===== config.mk =====
export PLATFORM = sky130hd
export DESIGN_NAME = imem_responder_flat
export DESIGN_NICKNAME = d
export VERILOG_FILES = /design/src/rtl/imem_responder_if.sv /design/src/rtl/imem_responder.sv /design/src/flat_wrapper.sv
export SDC_FILE = /design/constraint.sdc
export NUM_CORES = 1
export LEC_CHECK = 0
export CORE_MARGIN = 2
export CORE_UTILIZATION = 45
export CTS_CLUSTER_DIAMETER = 80
export DETAILED_ROUTE_END_ITERATION = 10
export GPL_TIMING_DRIVEN = 0
export PLACE_DENSITY = 0.88
export SLEW_MARGIN = 40
export SYNTH_ARGS = -nofsm -noshare
export SYNTH_HDL_FRONTEND = slang
export SYNTH_SLANG_ARGS = --single-unit

===== constraint.sdc =====
create_clock -name clk -period 4.1 [get_ports clk]
set_input_delay 0.82 -clock clk [delete_from_list [all_inputs] [get_ports clk]]
set_output_delay 0.82 -clock clk [all_outputs]
set_load 0.005 [all_outputs]

===== src/rtl/imem_responder_if.sv =====
`default_nettype none
// ============================================================================
//  Module      : imem_responder_if
//  Description : Fetch-stage <-> instruction-memory handshake bundle.
//                Request channel : req_valid / req_ready / req_addr, flush
//                Response channel: rsp_valid / rsp_ready / rsp_instr / rsp_err
//                Status          : rsp_count (completed response handshakes)
//                master = fetch stage, slave = instruction memory responder.
//  Revision    : 1.0 - initial release
// ============================================================================
interface imem_responder_if;
    logic        req_valid;
    logic        req_ready;
    logic [31:0] req_addr;
    logic        flush;
    logic        rsp_valid;
    logic        rsp_ready;
    logic [31:0] rsp_instr;
    logic        rsp_err;
    logic [15:0] rsp_count;

    modport master (
        output req_valid, req_addr, flush, rsp_ready,
        input  req_ready, rsp_valid, rsp_instr, rsp_err, rsp_count
    );

    modport slave (
        input  req_valid, req_addr, flush, rsp_ready,
        output req_ready, rsp_valid, rsp_instr, rsp_err, rsp_count
    );
endinterface
`default_nettype wire


===== src/rtl/imem_responder.sv =====
`default_nettype none
// ============================================================================
//  Module      : imem_responder
//  Description : Memory end of the instruction-fetch interface. Accepts one
//                fetch request at a time, waits WAIT_CYCLES wait states, then
//                presents the 32-bit instruction word (or an error for a
//                misaligned / out-of-range address) until the fetch stage
//                takes it. flush abandons any in-flight fetch.
//  Ports       : clk   - rising-edge clock
//                reset - asynchronous active-low reset (0 = in reset)
//                bus   - imem_responder_if.slave (request, response, count)
//  Parameters  : DEPTH       - ROM size in 32-bit words
//                WAIT_CYCLES - wait states between accept and response
//                INIT_FILE   - reserved; ROM holds the MOV r0,#i pattern
//  Revision    : 1.0 - initial release
// ============================================================================
module imem_responder #(
    parameter int DEPTH       = 64,
    parameter int WAIT_CYCLES = 2,
    parameter     INIT_FILE   = ""
) (
    input  wire logic        clk,
    input  wire logic        reset,
    imem_responder_if.slave  bus
);

    localparam int          WCNT_W   = (WAIT_CYCLES > 0) ? $clog2(WAIT_CYCLES + 1) : 1;
    localparam logic [31:0] c_MOV_R0 = 32'hE3A0_0000;

    typedef enum logic [1:0] {
        ST_IDLE = 2'd0,
        ST_WAIT = 2'd1,
        ST_RESP = 2'd2
    } state_t;

    state_t              state_q,  state_d;
    logic [WCNT_W-1:0]   cnt_q,    cnt_d;
    logic [31:0]         instr_q,  instr_d;
    logic                err_q,    err_d;
    logic [15:0]         count_q,  count_d;

    logic                w_req_ready;
    logic                w_accept;
    logic                w_misaligned;
    logic                w_out_of_range;
    logic                w_err;
    logic [31:0]         w_rom_word;

    // ------------------------------------------------------------------
    // Address check uses the full 32-bit address so aliasing high bits
    // never reach a valid ROM word.
    // ------------------------------------------------------------------
    assign w_misaligned   = (bus.req_addr[1:0] != 2'b00);
    assign w_out_of_range = (bus.req_addr[31:2] >= 30'(DEPTH));
    assign w_err          = w_misaligned | w_out_of_range;

    // Word i holds MOV r0,#i; only consulted when the index is in range.
    assign w_rom_word = c_MOV_R0 | {2'b00, bus.req_addr[31:2]};

    assign w_req_ready = reset & (state_q == ST_IDLE) & ~bus.flush;
    assign w_accept    = bus.req_valid & w_req_ready;

    // ------------------------------------------------------------------
    // Next-state / datapath
    // ------------------------------------------------------------------
    always_comb begin
        state_d = state_q;
        cnt_d   = cnt_q;
        instr_d = instr_q;
        err_d   = err_q;
        count_d = count_q;

        case (state_q)
            ST_IDLE: begin
                if (w_accept) begin
                    // Response data is captured at accept and held untouched
                    // until the next accept, which keeps it stable in RESP.
                    instr_d = w_err ? 32'h0 : w_rom_word;
                    err_d   = w_err;
                    cnt_d   = WCNT_W'(WAIT_CYCLES);
                    state_d = (WAIT_CYCLES > 0) ? ST_WAIT : ST_RESP;
                end
            end
            ST_WAIT: begin
                cnt_d = cnt_q - WCNT_W'(1);
                if (cnt_q == WCNT_W'(1)) begin
                    state_d = ST_RESP;
                end
            end
            ST_RESP: begin
                if (bus.rsp_ready) begin
                    state_d = ST_IDLE;
                    count_d = count_q + 16'd1;
                end
            end
            default: begin
                state_d = ST_IDLE;
            end
        endcase

        // A redirect kills the fetch outright, including one that is being
        // handed over this very cycle; in IDLE req_ready is already low.
        if (bus.flush) begin
            state_d = ST_IDLE;
            cnt_d   = '0;
            count_d = count_q;
        end
    end

    always_ff @(posedge clk or negedge reset) begin
        if (!reset) begin
            state_q <= ST_IDLE;
            cnt_q   <= '0;
            instr_q <= 32'h0;
            err_q   <= 1'b0;
            count_q <= 16'h0;
        end else begin
            state_q <= state_d;
            cnt_q   <= cnt_d;
            instr_q <= instr_d;
            err_q   <= err_d;
            count_q <= count_d;
        end
    end

    assign bus.req_ready = w_req_ready;
    assign bus.rsp_valid = (state_q == ST_RESP);
    assign bus.rsp_instr = instr_q;
    assign bus.rsp_err   = err_q;
    assign bus.rsp_count = count_q;

endmodule
`default_nettype wire


===== src/flat_wrapper.sv =====
// flat-port wrapper written by rule: the top's interface ports become plain ports
module imem_responder_flat 
#(
    parameter int DEPTH       = 64,
    parameter int WAIT_CYCLES = 2,
    parameter     INIT_FILE   = ""
)
  (clk, reset, bus_req_valid, bus_req_addr, bus_flush, bus_rsp_ready, bus_req_ready, bus_rsp_valid, bus_rsp_instr, bus_rsp_err, bus_rsp_count);
  imem_responder_if bus_i ();
  input  wire logic clk;
  input  wire logic reset;
  input wire logic [$bits(bus_i.req_valid)-1:0] bus_req_valid;
  input wire logic [$bits(bus_i.req_addr)-1:0] bus_req_addr;
  input wire logic [$bits(bus_i.flush)-1:0] bus_flush;
  input wire logic [$bits(bus_i.rsp_ready)-1:0] bus_rsp_ready;
  output wire logic [$bits(bus_i.req_ready)-1:0] bus_req_ready;
  output wire logic [$bits(bus_i.rsp_valid)-1:0] bus_rsp_valid;
  output wire logic [$bits(bus_i.rsp_instr)-1:0] bus_rsp_instr;
  output wire logic [$bits(bus_i.rsp_err)-1:0] bus_rsp_err;
  output wire logic [$bits(bus_i.rsp_count)-1:0] bus_rsp_count;
  assign bus_i.req_valid = bus_req_valid;
  assign bus_i.req_addr = bus_req_addr;
  assign bus_i.flush = bus_flush;
  assign bus_i.rsp_ready = bus_rsp_ready;
  assign bus_req_ready = bus_i.req_ready;
  assign bus_rsp_valid = bus_i.rsp_valid;
  assign bus_rsp_instr = bus_i.rsp_instr;
  assign bus_rsp_err = bus_i.rsp_err;
  assign bus_rsp_count = bus_i.rsp_count;
  imem_responder #(.DEPTH(DEPTH), .WAIT_CYCLES(WAIT_CYCLES), .INIT_FILE(INIT_FILE)) u_core (.clk(clk), .reset(reset), .bus(bus_i));
endmodule

## Word level (Yosys, flattened, before mapping)

Cells that the tools add are included.

| word-level totals | value |
|---|---|
| register bits | 53 |
| bits of input ports | 37 |

| operators by class | value |
|---|---|
| add/subtract/negate cells | 2 |
| order comparisons | 1 |
| bitwise logic cells | 5 |
| reductions and logical operators | 7 |
| muxes and demuxes | 9 |
| equal/unequal tests | 6 |

Operators by type and width:

| cell | count |
|---|---|
| $mux W32 | 1 |
| $ge A30 B7 Y1 const B | 1 |
| $add A16 B1 Y16 const B | 1 |
| $mux W2 | 6 |
| $ne A3 B2 Y1 const B | 2 |
| $pmux W2 S3 | 1 |
| $reduce_and A3 Y1 | 2 |
| $eq A2 B1 Y1 const B | 2 |
| $pmux W2 S2 | 1 |
| $reduce_and A2 Y1 | 2 |
| $and A1 B1 Y1 | 3 |
| $ne A3 B3 Y1 const B | 1 |
| $reduce_bool A3 Y1 | 1 |
| $eq A2 B2 Y1 const B | 1 |
| $logic_not A2 Y1 | 1 |
| $reduce_bool A2 Y1 | 1 |
| $sub A2 B1 Y2 const B | 1 |
| $not A1 Y1 | 1 |
| $or A1 B1 Y1 | 1 |

## Longest topological paths before layout

Gate-level depths: netlist of the first run.

| depth | value |
|---|---|
| depth after elaboration | 7 |
| mapped depth | 5 |
| gate-level depth less buffers | 5 |

## Worst setup path before layout of the first run

No wires, ideal clock.

| path | value |
|---|---|
| path type | input-to-output |
| from | input port bus_flush |
| to | output port bus_req_ready |
| slack | 2,124 ps |
| required time | 3,280 ps |
| cell stages on the path | 1 |
| arrival time | 1,156 ps |
| cell sequence | nor4b_2 |

| on the way | value |
|---|---|
| word-level cells in the longest chain between the ends | 2 |

Ends and longest elaborated chain:

| what | RTL line | RTL |
|---|---|---|
| start, declared | flat_wrapper.sv:14 | `input wire logic [$bits(bus_i.flush)-1:0] bus_flush;` |
| $not A1 Y1 | imem_responder.sv:60 | `assign w_req_ready = reset & (state_q == ST_IDLE) & ~bus.flush;` |
| $and A1 B1 Y1 | imem_responder.sv:60 |  |
| end, declared | flat_wrapper.sv:16 | `output wire logic [$bits(bus_i.req_ready)-1:0] bus_req_ready;` |

Every way passes these cells.

## Final worst setup path of the first run

Ends and elaborated chain as after synthesis.

==> results by group, run 1 <==
Final layout
  – Number of fillers in the final layout: 328
  – Count of inserted antenna diode cells: 0
  – Growth of design area from synthesis to finish: 52.3%
  – Fin nets: 307
  – Ratio of cells with drive above 1 in the final layout: 7.81%

Placement
  – Last weighted congestion value of the routability-driven placer: 0.755
  – IO buf count: 87
  – Detailed placement HPWL: 3.37 mm

GRT
  – Global-route congestion overflow total: 0
  – Total track usage: 18.8%
  – Initial antenna violation count: 0
  – First-pass GRT wire length: 7.40 mm
  – Via count of the first global-routing pass: 1632
  – Maximum number of pins on one net before global-route repair: 44

Clock tree
  – TritonCTS clock tree: done
  – Total of hold buffers inserted after clock tree synthesis: 0
  – Sink Count: 47
  – Clk pin slew, worst setup/hold paths: 80 ps
  – Master cell of the clock root buffer: clkbuf_8
  – Number of buffers inserted during clock tree synthesis: 5
  – Max clock buf depth: 2
  – Depth of the CTS H-tree: 2
  – Skew-Pair Late Insertion Delay: 290 ps
  – Post-CTS setup repair buffer count: 0
  – Resize count post-CTS: 0

Drt
  – 1st-iter DRT viols: 107
  – Routed vias: 1619
  – Number of vias per cell after detailed routing: 5.04
  – Number of optimization iterations in the first detailed-route pass: 4
  – Overall routed net length: 4.37 mm
  – DRC violation count after routing: 0
  – Average wire per cell in the routed design: 13.6 um
  – Remaining number of nets flagged by the antenna check after routing: 0

Pwr
  – Switching power share of the total: 22.5%
  – Power density over the cells: 270 nW/um2
  – Portion of total power attributed to combinational logic: 9.2%
  – Leakage: 1.35 nW
  – Share of power burned in the clock network: 32.9%
  – Internal: 633 uW
  – Worst vdd rail ir drop: 144 uV
  – Post-layout total power: 817 uW
  – Sequential cell fraction of total power: 57.9%
  – Switching power of the nets: 184 uW

Synth
  – Top FF cell, synth: dfrtp_1
  – Number of register bits inferred by synthesis: 47
  – Average footprint of a synthesized cell: 11.5 um2
  – Synthesis warning total: 0
  – Post-synthesis instance area: 1980 um2
  – Sequential area share after synthesis: 59.3%
  – EDFF count, synth: 0
  – Cell count after synthesis: 173
  – Asr flop ratio synth: 100%
  – Number of different library cells in the post-synthesis netlist: 29
  – Net count after synthesis: 212

Floorplan
  – Total core area: 4290 um2
  – Die span in x: 70.4 um
  – I/O pins: 88
  – Initial cell density of the core: 46.2%
  – Rows: 24
  – Area enclosed by the die boundary: 4960 um2
  – Vertical extent of the die: 70.4 um

Status
  – Outcome: complete, no violations

Critical path
  – Critical Path Start Type: input pin
  – Maximum fanout count along the critical path: 7
  – Required time reported for the critical path endpoint: 3280 ps
  – Crit path DAT: 2330 ps
  – Kind of capture point of the worst setup path: output pin
  – Setup CP Type: input pin to output pin

STA
  – Maximum clock frequency: 317 MHz
  – Pin slew with the least headroom to its limit: 425 ps
  – Final count of pins violating max slew: 0
  – Final setup vio count: 0
  – Remaining max-slew budget at the tightest pin: 71.6%
  – Setup repair after global routing missed its margin: false
  – Setup TNS after final layout: 0 ps
  – Final-report hold violation count: 0
  – Clock period minus worst slack: 3150 ps
  – Share of the clock period used by the worst path: 76.9%
  – Clock Skew: 7.01 ps

Job
  – Reported max-cap violation count: 0

Worst hold path
  – Class of the tightest hold or removal check: input pin to asynchronous set/reset pin
power groups by stage:
stage | clock [mW] | sequential (mW) | combinational (mW)
CTS | 0.277 | 0.473 | 0.0769
global route | 0.296 | 0.474 | 0.0842
floorplan | 0 | 0.482 | 0.0189
global placement | 0 | 0.482 | 0.0719
detailed placement | 0 | 0.482 | 0.0764
finish | 0.269 | 0.473 | 0.0751
synth_stat cells, types with 4 or more instances:
library cell	count	area, um2
a21oi_1	4	20.0
and2_1	20	125
buf_4	7	52.6
dfrtp_1	47	1180
nand2_1	24	90.1
nand3_1	8	40.0
nand4_1	4	25.0
nor2_1	7	26.3
nor4_1	7	43.8
o31ai_1	6	45.0
xnor2_1	10	87.6
xor2_1	5	43.8
metrics by stage:
step	cell area, um2	utilization [%]	instances	hold WS (ps)	setup slack, ps
2_1_floorplan	1980	-	173	468	2120
3_3_place_gp	2920	68.0	312	460	-602
3_5_place_dp	2940	68.4	313	466	933
4_1_cts	3020	70.4	321	320	920
5_1_grt	3020	70.4	321	318	858
6_report	3020	70.4	321	325	949
logic make-up (layout without fill, tap and decap cells):
group	count (synthesis)	in the layout	synth area share, %
XOR/XNOR	15	15	6.62
flip-flops	47	47	59.3
AO/OA/AOI/OAI	13	13	4.16
multiplexers	1	1	0.567
buffers and inverters	12	108	3.97
AND/OR/NAND/NOR	83	83	24.1
adder cells (fa/ha/maj)	2	2	1.26
metal layers:
layer	share of wire [%]	GRT usage [%]	vias up
li1	-	-	771
met1	40	22.5	768
met2	49	31.8	74
met3	9.7	7.07	6
met4	1.2	5.13	0
met5	0	0	-
critical path, stage by stage:
cell and delay (ps):
clkdlybuf4s50_1 530, nor4b_2 390, clkdlybuf4s50_1 580
path summary, 6_finish.rpt:
kind / slack (ps) / cells past startpoint / startpoint / endpoint
min in group clk: 480 / 2 / u_core.bus.rsp_instr[1] / u_core.bus.rsp_instr[1]
setup / recovery: 950 / 3 / bus_flush / bus_req_ready
hold / removal: 320 / 1 / reset / u_core.bus.rsp_instr[16]
setup reg to reg: 2520 / 4 / u_core.state_q[0] / u_core.bus.rsp_instr[27]
max in group asynchronous: 3360 / 2 / reset / u_core.bus.rsp_instr[4]
hold reg to reg: 480 / 2 / u_core.bus.rsp_instr[1] / u_core.bus.rsp_instr[1]
flip-flops by register name, summed over array words and instances, names as in the netlist:
register              cells
u_core.bus.rsp_instr     26
u_core.bus.rsp_count     16
u_core.cnt_q              2
u_core.state_q            2
u_core.bus.rsp_err        1
placed cells by master (no fill, tap or decap), types with 3 or more instances in the layout:
cell type / Yosys / routed
dfrtp_1: 47 / 47
nand4_1: 4 / 4
nand2_1: 24 / 24
a21oi_1: 4 / 4
buf_4: 7 / 8
and2_1: 20 / 20
clkbuf_8: 0 / 5
nor4_1: 7 / 7
clkdlybuf4s50_1: 0 / 86
nor2_1: 7 / 7
nand3_1: 8 / 8
o31ai_1: 6 / 6
xnor2_1: 10 / 10
xor2_1: 5 / 5
clkbuf_1: 2 / 3
area by class of cell:
| class | instances | area [um2] | area share [%] |
|---|---|---|---|
| repair buffers | 88 | 888 | 29.4 |
| well taps | 52 | 65.1 | 2.15 |
| multi-input cells | 114 | 729 | 24.1 |
| plain buffers | 10 | 71.3 | 2.36 |
| clock buffers | 6 | 72.6 | 2.40 |
| clock inverters | 2 | 12.5 | 0.414 |
| flip-flops and latches | 47 | 1180 | 38.9 |
| inverters | 2 | 7.51 | 0.248 |
Power figures use the tool's default switching activity.
==> run 2: changes to the inputs <==
- CORE_UTILIZATION: 45 -> 41
- PLACE_DENSITY: 0.88 -> 0.82
- clock period: 4.1 -> 3.3 ns (I/O delays scaled with it)
==> run 2 against run 1 <==
Against the previous run: power rose by 23%; clock skew fell by 2.1 ps; worst hold slack got worse by 75 ps; final area barely moved; largest cell class unchanged; sequential share of layout area barely moved; combinational power rose by 24%; register-to-register slack got worse by 910 ps; non-clock buffer count did not move; worst setup slack got worse by 500 ps; critical path type unchanged.
==> results by group, run 2 (synthesized netlist as in run 1, its figures left out) <==
STA
  – Final count of pins violating max slew: 0 (unchanged)
  – Final-report hold violation count: 0 (unchanged)
  – Maximum clock frequency: 351 MHz
  – Share of the clock period used by the worst path: 86.3%
  – Pin slew with the least headroom to its limit: 391 ps (was 425 ps)
  – Remaining max-slew budget at the tightest pin: 73.9% (was 71.6%)
  – Final hold slack: 250 ps (was 325 ps)
  – Clock Skew: 4.92 ps (was 7.01 ps)
  – Setup repair after global routing missed its margin: false (unchanged)
  – Setup TNS after final layout: 0 ps (unchanged)
  – Clock period minus worst slack: 2850 ps
  – Final worst-path setup slack: 452 ps (was 949 ps)
  – Final setup vio count: 0 (unchanged)

Final layout
  – Count of inserted antenna diode cells: 0 (unchanged)
  – Fin nets: 307 (unchanged)
  – Area used by multi-input combinational logic: 729 um2 (unchanged)
  – Combined flip-flop and latch cell area: 1180 um2 (unchanged)
  – Commonest non-fill, non-tap cells in the layout: 86 x clkdlybuf4s50_1, 47 x dfrtp_1, 24 x nand2_1 (unchanged)
  – Growth of design area from synthesis to finish: 52.3% (about the same)
  – Number of fillers in the final layout: 388 (was 328)
  – Flip-flop count of the largest register, all copies and words added: 26 (unchanged)
  – Most common cell after layout, fill and taps aside: clkdlybuf4s50_1 (unchanged)
  – Ratio of cells with drive above 1 in the final layout: 7.43% (was 7.81%)
  – Final standard cell count with taps included and fillers excluded: 323 (was 321)

Critical path
  – Setup CP Type: input pin to output pin (unchanged)
  – Most frequent cell on the critical path: clkdlybuf4s50_1 (unchanged)
  – Standard cell with the maximum stage delay on the critical path: clkdlybuf4s50_1 (unchanged)
  – WP buf/inv: 2 (unchanged)
  – Required time reported for the critical path endpoint: 2640 ps (was 3280 ps)
  – Critical Path Start Type: input pin (unchanged)
  – Crit path DAT: 2190 ps (was 2330 ps)
  – Critical path's top delay family: buffers and inverters (unchanged)
  – Maximum fanout count along the critical path: 7 (unchanged)
  – Kind of capture point of the worst setup path: output pin (unchanged)
  – Slowest Stage Delay on Critical Path: 580 ps (about the same)
  – CP Cell Sequence: clkdlybuf4s50_1, nor4b_2, clkdlybuf4s50_1 (unchanged)

Clock tree
  – Number of buffers inserted during clock tree synthesis: 5 (unchanged)
  – Depth of the CTS H-tree: 2 (unchanged)
  – Skew-Pair Late Insertion Delay: 290 ps (about the same)
  – Total of hold buffers inserted after clock tree synthesis: 0 (unchanged)
  – Post-CTS setup repair buffer count: 0 (unchanged)
  – Resize count post-CTS: 0 (unchanged)
  – Clk pin slew, worst setup/hold paths: 80 ps (about the same)
  – TritonCTS clock tree: done (unchanged)
  – Master cell of the clock root buffer: clkbuf_8 (unchanged)
  – Sink Count: 47 (unchanged)
  – Max clock buf depth: 2 (unchanged)

GRT
  – Total track usage: 17.4% (was 18.8%)
  – Global-route congestion overflow total: 0 (unchanged)
  – Maximum number of pins on one net before global-route repair: 29 (was 44)
  – Initial antenna violation count: 0 (unchanged)
  – Via count of the first global-routing pass: 1660 (was 1632)
  – First-pass GRT wire length: 7.25 mm (was 7.40 mm)

Drt
  – Number of optimization iterations in the first detailed-route pass: 4 (unchanged)
  – Overall routed net length: 4.37 mm (about the same)
  – Remaining number of nets flagged by the antenna check after routing: 0 (unchanged)
  – Number of vias per cell after detailed routing: 5.05 (was 5.04)
  – Routed vias: 1630 (was 1619)
  – 1st-iter DRT viols: 35 (was 107)
  – Average wire per cell in the routed design: 13.5 um (was 13.6 um)
  – DRC violation count after routing: 0 (unchanged)

Worst hold path
  – Class of the tightest hold or removal check: input pin to asynchronous set/reset pin (unchanged)

Pwr
  – Power density over the cells: 334 nW/um2 (was 270 nW/um2)
  – Post-layout total power: 1.01 mW (was 817 uW)
  – Worst vdd rail ir drop: 205 uV (was 144 uV)
  – Leakage: 1.35 nW (about the same)

Floorplan
  – Vertical extent of the die: 73.6 um (was 70.4 um)
  – Area enclosed by the die boundary: 5410 um2 (was 4960 um2)
  – Die span in x: 73.6 um (was 70.4 um)
  – Total core area: 4690 um2 (was 4290 um2)
  – I/O pins: 88 (unchanged)
  – Rows: 25 (was 24)
  – Initial cell density of the core: 42.3% (was 46.2%)

Status
  – Outcome: complete, no violations (unchanged)

Placement
  – Detailed placement HPWL: 3.45 mm (was 3.37 mm)
  – IO buf count: 87 (unchanged)
  – Post-placement worst setup slack: 471 ps (was 933 ps)
  – Last weighted congestion value of the routability-driven placer: 0.728 (was 0.755)
  – Total placed cells including tap cells: 315 (was 313)

Job
  – Reported max-cap violation count: 0 (unchanged)
## run 2: cell types whose count changed in the layout (fill, tap and decap cells not counted)
cell and change:
clkbuf_1 +1, clkinvlp_4 -1
## run 2: worst reg2reg max path, stage by stage, from the launching register on
cell and delay [ps]:
dfrtp_1 420, nor4b_2 370, nand2_1 270, clkbuf_1 280, nand2_1 140, o31ai_1 80
## run 2: per-layer routing
layer  vias to the layer above  share of wire [%]  track usage [%]
li1                        770                  -                -
met1                       770                 40             20.4
met2                        78                 48             28.8
met3                        12                9.3             5.49
met4                         0                2.5             8.28
met5                         -                  0                0
## run 2: layout make-up
type                       count  area share (%)
sequential                    47            38.9
timing repair buffer          88            29.4
multi-input combinational    114            24.1
clock buffer                   7            2.53
buffer                        10            2.36
tap                           54            2.24
inverter                       2           0.248
clock inverter                 1           0.166
## run 2: through the flow
step | instance area, um2 | utilization (%)
2_1_floorplan | 1980 | -
3_3_place_gp | 2920 | 62.3
3_5_place_dp | 2940 | 62.7
4_1_cts | 3020 | 64.4
5_1_grt | 3020 | 64.4
6_report | 3020 | 64.4
## run 2: final timing paths
check | cells after the start | slack [ps] | end | startpoint
setup / recovery | 3 | 450 | bus_req_ready | bus_flush
min in group clk | 1 | 470 | u_core.bus.rsp_count[15] | u_core.bus.rsp_count[15]
hold / removal | 1 | 250 | u_core.bus.rsp_instr[7] | reset
hold reg to reg | 1 | 470 | u_core.bus.rsp_count[15] | u_core.bus.rsp_count[15]
max in group asynchronous | 2 | 2610 | u_core.bus.rsp_instr[22] | reset
setup reg to reg | 5 | 1610 | u_core.bus.rsp_instr[4] | u_core.state_q[0]
## run 2: report_power, final
part           internal, mW  leakage [nW]  switching (mW)
Sequential            0.582         0.649         0.00591
Clock                 0.149        0.0422           0.179
Combinational        0.0568         0.656          0.0365
Total                 0.787          1.35           0.221
